--- src/rtl/seg7_pkg.sv ---
// Shared definitions for the seven-segment receive path: active-low segment
// codes for hex digits and blank, checker FSM states, and the count-step helper.
package seg7_pkg;

   // Segment bus bit0=a .. bit6=g, active-low (0 = segment lit).
   localparam logic [6:0] SEG_0     = 7'h40;
   localparam logic [6:0] SEG_1     = 7'h79;
   localparam logic [6:0] SEG_2     = 7'h24;
   localparam logic [6:0] SEG_3     = 7'h30;
   localparam logic [6:0] SEG_4     = 7'h19;
   localparam logic [6:0] SEG_5     = 7'h12;
   localparam logic [6:0] SEG_6     = 7'h02;
   localparam logic [6:0] SEG_7     = 7'h78;
   localparam logic [6:0] SEG_8     = 7'h00;
   localparam logic [6:0] SEG_9     = 7'h10;
   localparam logic [6:0] SEG_A     = 7'h08;
   localparam logic [6:0] SEG_B     = 7'h03;
   localparam logic [6:0] SEG_C     = 7'h46;
   localparam logic [6:0] SEG_D     = 7'h21;
   localparam logic [6:0] SEG_E     = 7'h06;
   localparam logic [6:0] SEG_F     = 7'h0E;
   localparam logic [6:0] SEG_BLANK = 7'h7F;

   typedef enum logic [1:0] {HUNT, RESYNC, TRACK} chk_state_e;

   // Digit expected to follow `digit`; 4-bit arithmetic gives the 0<->F wrap.
   function automatic logic [3:0] seg7_next(input logic [3:0] digit, input logic count_up);
      return count_up ? digit + 4'd1 : digit - 4'd1;
   endfunction

endpackage

--- src/rtl/seg7_decoder.sv ---
// Combinational seven-segment decoder: maps an active-low segment pattern back
// to its hex digit and flags whether it is a legal digit or the blank pattern.
module seg7_decoder
   import seg7_pkg::*;
(
   input  logic [6:0] pattern,
   output logic [3:0] digit,
   output logic       is_digit,
   output logic       is_blank
);

   always_comb begin
      // NOTE: every output gets a default before the case so no path leaves one
      // unassigned; otherwise synthesis infers a latch to hold the old value.
      digit    = 4'h0;
      is_digit = 1'b1;
      is_blank = (pattern == SEG_BLANK);
      case (pattern)
         SEG_0:   digit = 4'h0;
         SEG_1:   digit = 4'h1;
         SEG_2:   digit = 4'h2;
         SEG_3:   digit = 4'h3;
         SEG_4:   digit = 4'h4;
         SEG_5:   digit = 4'h5;
         SEG_6:   digit = 4'h6;
         SEG_7:   digit = 4'h7;
         SEG_8:   digit = 4'h8;
         SEG_9:   digit = 4'h9;
         SEG_A:   digit = 4'hA;
         SEG_B:   digit = 4'hB;
         SEG_C:   digit = 4'hC;
         SEG_D:   digit = 4'hD;
         SEG_E:   digit = 4'hE;
         SEG_F:   digit = 4'hF;
         default: is_digit = 1'b0;
      endcase
   end

endmodule

--- config.mk ---
export PLATFORM = sky130hd
export DESIGN_NAME = seg7_decoder
export DESIGN_NICKNAME = d
export VERILOG_FILES = /design/src/rtl/seg7_pkg.sv /design/src/rtl/seg7_decoder.sv
export SDC_FILE = /design/constraint.sdc
export NUM_CORES = 1
export LEC_CHECK = 0
export ABC_AREA = 1
export CORE_AREA = 8 8 45 47
export DETAILED_ROUTE_END_ITERATION = 6
export DIE_AREA = 0 0 53 55
export PLACE_DENSITY = 0.58
export SLEW_MARGIN = 10
export SYNTH_ARGS = -nofsm -noshare
export SYNTH_HDL_FRONTEND = slang
export SYNTH_SLANG_ARGS = --single-unit
--- constraint.sdc ---
create_clock -name vclk -period 1.4
set_clock_uncertainty 0.1 [all_clocks]
set_input_delay 0.28 -clock vclk [all_inputs]
set_output_delay 0.28 -clock vclk [all_outputs]
set_load 0.01 [all_outputs]
==> out/results.txt, run 1 <==
Status -> finished with violations
Failing checks -> setup timing
Min-delay src -> pattern[3]
Post-synthesis cell type count -> 14
Final WS setup -> -0.0936 ns
Initial Util -> 0.247
Yosys top cell by area -> nand2_1
Antenna Nets Post-Route -> 0
CP Class -> in -> out
GP Congestion -> 0.857
GRT busiest layer -> met2
Post-route minimum period -> 1.49 ns
PortBufs -> 13
Top cell type's share of synthesized area -> 0.330
Synthesized area -> 342 µm²
Commonest cells post-synth -> nand2_1, nor2_1, inv_1, nand3_1
Worst rel slew slack -> 0.866
Most frequent cell after synthesis -> nand2_1
Startpoint Class -> input pin
Achievable frequency -> 670 MHz
Final net count -> 108
Crit-path max FO -> 3
# setup viols final -> 5
Synth-to-Final Area Change -> 116%
Least-Margin Pin Slew -> 0.200 ns
Hold WC Path Type -> in -> out
Die extent in y -> 55 µm
Worst Path Required -> 1.02 ns
Routed WL -> 1330 µm
GRT Residual Overflow -> 0
Die area -> 0.00292 mm²
GR Util met2 -> 0.193
Die width -> 53 µm
Yosys warning count -> 0
Area contributors post-synth -> nand2_1, nor2_1, inv_1
Max VDD drop -> 99.8 µV
Via density -> 4.59
Io pins -> 13
GRT Util Overall -> 0.0883
Diode count -> 0
Mean Syn Cell Area -> 4.44 µm²
CP Capture Type -> primary output
Pleak -> 0.405 nW
Fin. Hold Viols -> 0
First-pass GRT wire length -> 2130 µm
1st-iter DRT viols -> 13
P per Cell Area -> 230 mW/mm²
Final Cycle Share -> 1.07
Final-report max-slew violation count -> 0
Largest net degree at the start of global routing -> 6
Register area -> 0 µm²
Data arrival, critical path -> 1.11 ns
Total negative setup slack -> -0.338 ns
Layout cells sized above 1 -> 0.677
Via count -> 528
Routing usage on met1 -> 0.0950
Placed Area -> 537 µm²
Hpwl dp -> 906 µm
Seq/Total Area, Yosys -> 0
Total Power -> 0.170 mW
Num sequential -> 0
Clkbuf count -> 0
Cells after Synth -> 77
Drt drc -> 0
Hold buffer count at cts -> 0
Initial antenna violation count -> 0
Placement Rows -> 14
Design area -> 739 µm²
WL per Instance -> 11.5 µm
Vias in the first global route -> 565
RSZ-0062 raised after global routing -> true
Syn Nets -> 84
GR Layer Usage met3 -> 0
Core Area -> 0.00138 mm²
Critical path startpoint -> pattern[5]
Max cap viols -> 0
1st-pass router iterations -> 4
## kinds of logic after synthesis
| kind of cell | share of synthesized area |
|---|---|
| AOI/OAI and AO/OA | 0.0513 |
| buffers and inverters | 0.132 |
| and+or+nand+nor | 0.817 |
## worst paths after layout
kind	to	cells past startpoint
max	is_digit	10
min	is_blank	4
## area by class of cell
class,instances,area [µm²]
repair buffers,22,209
multi-input cells,65,440
inverters,12,70.1
fillers,144,644
well taps,16,20.0
## layer usage
metal	vias up	wire length [µm]
met5	-	0
met2	10	793
met3	0	27
met1	241	506
met4	0	0
li1	277	-
## metrics by stage
| stage | instances | setup slack, ns | utilization | hold WS (ns) |
|---|---|---|---|---|
| floorplan | 77 | 0.115 | - | 0.574 |
| CTS | 114 | -0.119 | 0.483 | 0.810 |
| detailed placement | 112 | -0.953 | 0.388 | 1.56 |
| global placement | 112 | -0.958 | 0.388 | 1.57 |
| finish | 115 | -0.0936 | 0.534 | 0.805 |
| global route | 115 | -0.177 | 0.534 | 0.843 |
## report_power, final
| group | switching, mW | internal, mW |
|---|---|---|
| clock network | 0 | 0 |
| registers | 0 | 0 |
| logic | 0.0911 | 0.0793 |
## critical path: stages
cell     delay [ns]
buf_12         0.11
inv_8          0.06
nand2_8        0.06
nor2_4         0.13
buf_6          0.12
nand2_4        0.05
nand2_2        0.07
nor2_2         0.04
nand3_1        0.06
buf_2          0.13
## placed cells by master (no fill, tap or decap), drive strengths merged
cell   count
nor2      21
nand3      6
inv       12
a21oi      2
nor3       1
o21a       1
and2       1
nand2     33
buf       22
## repair_timing
action / 4_1_cts / 5_1_grt
resized for setup: 111 / 17
endpoints found under the setup margin: 6 / 6
setup buffers: 4 / 1
gates cloned: 0 / 0
pin swaps: 22 / 17
Power figures use the tool's default switching activity.
==> run 2: changes to the inputs <==
CORE_AREA = 2 2 39 41   (was 8 8 45 47)
DIE_AREA = 0 0 41 43   (was 0 0 53 55)
PLACE_DENSITY = unset   (was 0.58)
PLACE_DENSITY_LB_ADDON = 0.15   (was unset)
==> run 2 against run 1 <==
Final cell count is 2.6% higher. Setup slack lost 0.0030 ns. Combinational power up 11%. Worst hold slack worse by 0.012 ns. Critical path type unchanged. Critical path depth down 2. The flow still finishes with violations (setup timing). Highest routed layer is now met4. Largest power group unchanged.
==> out/results.txt, run 2 (synthesized netlist as in run 1, its figures left out) <==
Status -> finished with violations (unchanged)
Failing checks -> setup timing (unchanged)
Worst Path Required -> 1.02 ns (about the same)
Startpoint Class -> input pin (unchanged)
Multi-input logic area -> 475 µm² (was 440 µm²)
Most common cell after layout, fill and taps aside -> nand2_1 (was nand2_2)
# setup viols final -> 5 (unchanged)
Placed Cells -> 112 (unchanged)
Post-route minimum period -> 1.50 ns (was 1.49 ns)
1st-pass router iterations -> 4 (unchanged)
Layout cells sized above 1 -> 0.706 (was 0.677)
Commonest cells after routing, fill and taps aside -> nand2_1, nand2_2, buf_6, nor2_4, buf_4 (was nand2_2, nand2_1, nor2_4, buf_4, nor2_1)
Achievable frequency -> 668 MHz (was 670 MHz)
Routed WL -> 1310 µm (was 1330 µm)
Non-filler cells, final -> 118 (was 115)
WL per Instance -> 11.1 µm (was 11.5 µm)
Num sequential -> 0 (unchanged)
P per Cell Area -> 229 mW/mm² (was 230 mW/mm²)
Critical path, cell by cell -> buf_12 > inv_8 > nand2_8 > nor2_4 > nand2_2 > o21a_1 > nand3_1 > buf_2 (was buf_12 > inv_8 > nand2_8 > nor2_4 > buf_6 > nand2_4 > nand2_2 > nor2_2 > nand3_1 > buf_2)
Die width -> 41 µm (was 53 µm)
Largest net degree at the start of global routing -> 6 (unchanged)
Final Cycle Share -> 1.07 (about the same)
Hold WC Path Type -> in -> out (unchanged)
RSZ-0062 raised after global routing -> true (unchanged)
Initial antenna violation count -> 0 (unchanged)
Max VDD drop -> 105 µV (was 99.8 µV)
Critical path startpoint -> pattern[5] (unchanged)
Crit-path max FO -> 3 (unchanged)
Total Power -> 0.188 mW (was 0.170 mW)
Hold buffer count at cts -> 0 (unchanged)
Clkbuf count -> 0 (unchanged)
Total negative setup slack -> -0.364 ns (was -0.338 ns)
CP max stage cell -> o21a_1 (was nor2_4)
PortBufs -> 13 (unchanged)
Pleak -> 0.436 nW (was 0.405 nW)
Final-report max-slew violation count -> 0 (unchanged)
Drt drc -> 0 (unchanged)
Final net count -> 111 (was 108)
Register area -> 0 µm² (unchanged)
Fin Hold WS -> 0.792 ns (was 0.805 ns)
Synth-to-Final Area Change -> 141% (was 116%)
GP Congestion -> 0.782 (was 0.857)
First-pass GRT wire length -> 1990 µm (was 2130 µm)
Data arrival, critical path -> 1.12 ns (was 1.11 ns)
GRT Util Overall -> 0.155 (was 0.0883)
Final Util -> 0.595 (was 0.534)
Delay of the slowest critical-path stage -> 0.17 ns (was 0.13 ns)
GRT Residual Overflow -> 0 (unchanged)
Dpl ws -> -0.945 ns (was -0.953 ns)
Vias in the first global route -> 500 (was 565)
Die extent in y -> 43 µm (was 55 µm)
Design area -> 823 µm² (was 739 µm²)
Via density -> 4.59 (about the same)
Final WS setup -> -0.0967 ns (was -0.0936 ns)
Initial Util -> 0.247 (unchanged)
Io pins -> 13 (unchanged)
Diode count -> 0 (unchanged)
CP Capture Type -> primary output (unchanged)
Antenna Nets Post-Route -> 0 (unchanged)
1st-iter DRT viols -> 9 (was 13)
Max cap viols -> 0 (unchanged)
Die area -> 0.00176 mm² (was 0.00292 mm²)
Hpwl dp -> 790 µm (was 906 µm)
Via count -> 542 (was 528)
Core Area -> 0.00138 mm² (unchanged)
Worst rel slew slack -> 0.871 (was 0.866)
CP Class -> in -> out (unchanged)
Min-delay src -> pattern[3] (unchanged)
Placement Rows -> 14 (unchanged)
Placed Area -> 537 µm² (unchanged)
Fin. Hold Viols -> 0 (unchanged)
Least-Margin Pin Slew -> 0.192 ns (was 0.200 ns)
Fill count -> 135 (was 144)
[run 2: worst paths after layout]
path | to | slack, ns | cells past startpoint
min | is_blank | 0.79 | 4
max | digit[0] | -0.1 | 8
[run 2: timing repair]
action / CTS / global route
setup buffers: 6 / 0
resized for setup: 94 / 44
hold endpoints to repair: 0 / 0
pin swaps: 17 / 20
setup endpoints to repair: 6 / 6
[run 2: cell type report]
cell class | instances | area share
Inverter | 12 | 0.0881
Multi-Input combinational cell | 65 | 0.578
Tap cell | 16 | 0.0243
Timing Repair Buffer | 25 | 0.310
[run 2: power breakdown]
part           switching [mW]  internal, mW  leakage (nW)  total, mW
combinational          0.0978        0.0906         0.436      0.188
clock                       0             0             0          0
sequential                  0             0             0          0
total                  0.0978        0.0906         0.436      0.188
[run 2: metal layers]
layer  up-vias  track usage  share of wire
met5         -            0              0
met4         0       0.0333          0.011
met3         2       0.0105          0.013
met2        11        0.269           0.57
met1       244        0.196           0.41
li1        285            -              -
[run 2: critical path, delay by kind of cell]
family | cells | cell delay, ns
buf+inv | 3 | 0.30
compound gates | 1 | 0.17
simple gates | 4 | 0.36
==> run 3: changes to the inputs <==
==> constraint.sdc (replaced) <==
create_clock -name vclk -period 1.4
set_clock_uncertainty 0.1 [all_clocks]
set_input_delay 0.14 -clock vclk [all_inputs]
set_output_delay 0.14 -clock vclk [all_outputs]
set_load 0.01 [all_outputs]
==> run 3 against run 2 <==
The run now ends clean. Global-route usage fell by 2.9 points. Clock-buffer cell count did not move. Non-clock buffer count fell by 4. Worst hold slack got worse by 0.16 ns. Combinational power fell by 42%.
==> out/results.txt, run 3 (synthesized netlist as in run 1, its figures left out) <==
Status -> finished, final reports clean (was finished with violations)
Most common cell after layout, fill and taps aside -> nand2_1 (unchanged)
GRT Util Overall -> 0.126 (was 0.155)
Pleak -> 0.338 nW (was 0.436 nW)
Clkbuf count -> 0 (unchanged)
Final net count -> 107 (was 111)
P per Cell Area -> 202 mW/mm² (was 229 mW/mm²)
Hold WC Path Type -> in -> out (unchanged)
Delay of the slowest critical-path stage -> 0.21 ns (was 0.17 ns)
GRT Residual Overflow -> 0 (unchanged)
Initial Util -> 0.247 (unchanged)
CP max stage cell -> clkdlybuf4s15_2 (was o21a_1)
Placement Rows -> 14 (unchanged)
1st-iter DRT viols -> 9 (unchanged)
CP Class -> in -> out (unchanged)
Antenna Nets Post-Route -> 0 (unchanged)
Largest net degree at the start of global routing -> 6 (unchanged)
Core Area -> 0.00138 mm² (unchanged)
Delay-heaviest family, CP -> buffers and inverters (was simple AND/OR/NAND/NOR gates)
GRT busiest layer -> met2 (unchanged)
Final WS setup -> 0.0703 ns (was -0.0967 ns)
Final Util -> 0.390 (was 0.595)
Post-route minimum period -> 1.33 ns (was 1.50 ns)
Worst Path Required -> 1.16 ns (was 1.02 ns)
CP Capture Type -> primary output (unchanged)
Total negative setup slack -> 0 ns (was -0.364 ns)
Drt drc -> 0 (unchanged)
GR Util met2 -> 0.216 (was 0.269)
Register area -> 0 µm² (unchanged)
Crit-path most repeated cell -> nand2_1
Initial antenna violation count -> 0 (unchanged)
Diode count -> 0 (unchanged)
Data arrival, critical path -> 1.09 ns (was 1.12 ns)
PortBufs -> 13 (unchanged)
GR Layer Usage met3 -> 0.00524 (was 0.0105)
Crit-path max FO -> 4 (was 3)
Die area -> 0.00176 mm² (unchanged)
Achievable frequency -> 752 MHz (was 668 MHz)
Commonest cells after routing, fill and taps aside -> nand2_1, nor2_1, buf_4, inv_1 (was nand2_1, nand2_2, buf_6, nor2_4, buf_4)
Synth-to-Final Area Change -> 57.9% (was 141%)
WL per Instance -> 9.06 µm (was 11.1 µm)
Hold buffer count at cts -> 0 (unchanged)
Least-Margin Pin Slew -> 0.180 ns (was 0.192 ns)
Max cap viols -> 0 (unchanged)
Die extent in y -> 43 µm (unchanged)
Total Power -> 0.109 mW (was 0.188 mW)
WP buf/inv -> 5 (was 3)
Critical path, cell by cell -> clkbuf_2 > inv_2 > nand2_4 > nor2_4 > buf_4 > nand2_1 > nand2_1 > nor2_2 > inv_1 > clkdlybuf4s15_2 (was buf_12 > inv_8 > nand2_8 > nor2_4 > nand2_2 > o21a_1 > nand3_1 > buf_2)
Dpl ws -> -0.665 ns (was -0.945 ns)
Via count -> 496 (was 542)
Die width -> 41 µm (unchanged)
GP Congestion -> 0.782 (unchanged)
Final Cycle Share -> 0.950 (was 1.07)
1st-pass router iterations -> 4 (unchanged)
Vias in the first global route -> 439 (was 500)
Io pins -> 13 (unchanged)
Final-report max-slew violation count -> 0 (unchanged)
# setup viols final -> 0 (was 5)
Fin. Hold Viols -> 0 (unchanged)
Num sequential -> 0 (unchanged)
Worst rel slew slack -> 0.880 (was 0.871)
Max VDD drop -> 74.8 µV (was 105 µV)
Layout cells sized above 1 -> 0.439 (was 0.706)
Routed WL -> 1030 µm (was 1310 µm)
First-pass GRT wire length -> 1650 µm (was 1990 µm)
Startpoint Class -> input pin (unchanged)
Via density -> 4.35 (was 4.59)
Routing usage on met1 -> 0.171 (was 0.196)
Hpwl dp -> 790 µm (unchanged)
[run 3: cell count changes in the layout (fill, tap and decap cells not counted), sizes merged]
cell and change:
buf -11, clkbuf +5, clkdlybuf4s15 +2
[run 3: final timing paths]
path	startpoint	depth (start not counted)	slack (ns)	to
min	pattern[3]	4	0.63	is_blank
max	pattern[6]	10	0.07	digit[3]
[run 3: cell type report]
class	count	area, µm²
fillers	162	845
inverters	12	45.0
repair buffers	21	138
well taps	16	20.0
multi-input cells	65	337
[run 3: timing repair]
action                                  in CTS  in global routing
buffers inserted                             2                  0
pin swaps                                    7                  5
endpoints found under the setup margin       6                  6
resized for setup                           43                 14
[run 3: through the flow]
stage	hold slack [ns]	area, µm²	instances
finish	0.629	539	114
global route	0.658	539	114
floorplan	0.294	342	77
detailed placement	1.28	537	112
global placement	1.29	537	112
CTS	0.752	551	114
[run 3: layer usage]
metal	part of all wire	wire length [µm]
met4	0	0
met2	0.53	548
met3	0.036	37
met5	0	0
met1	0.43	446
[run 3: power by group]
group	switching, mW	internal, mW	leakage [nW]
logic	0.0652	0.0435	0.338
clock network	0	0	0
registers	0	0	0
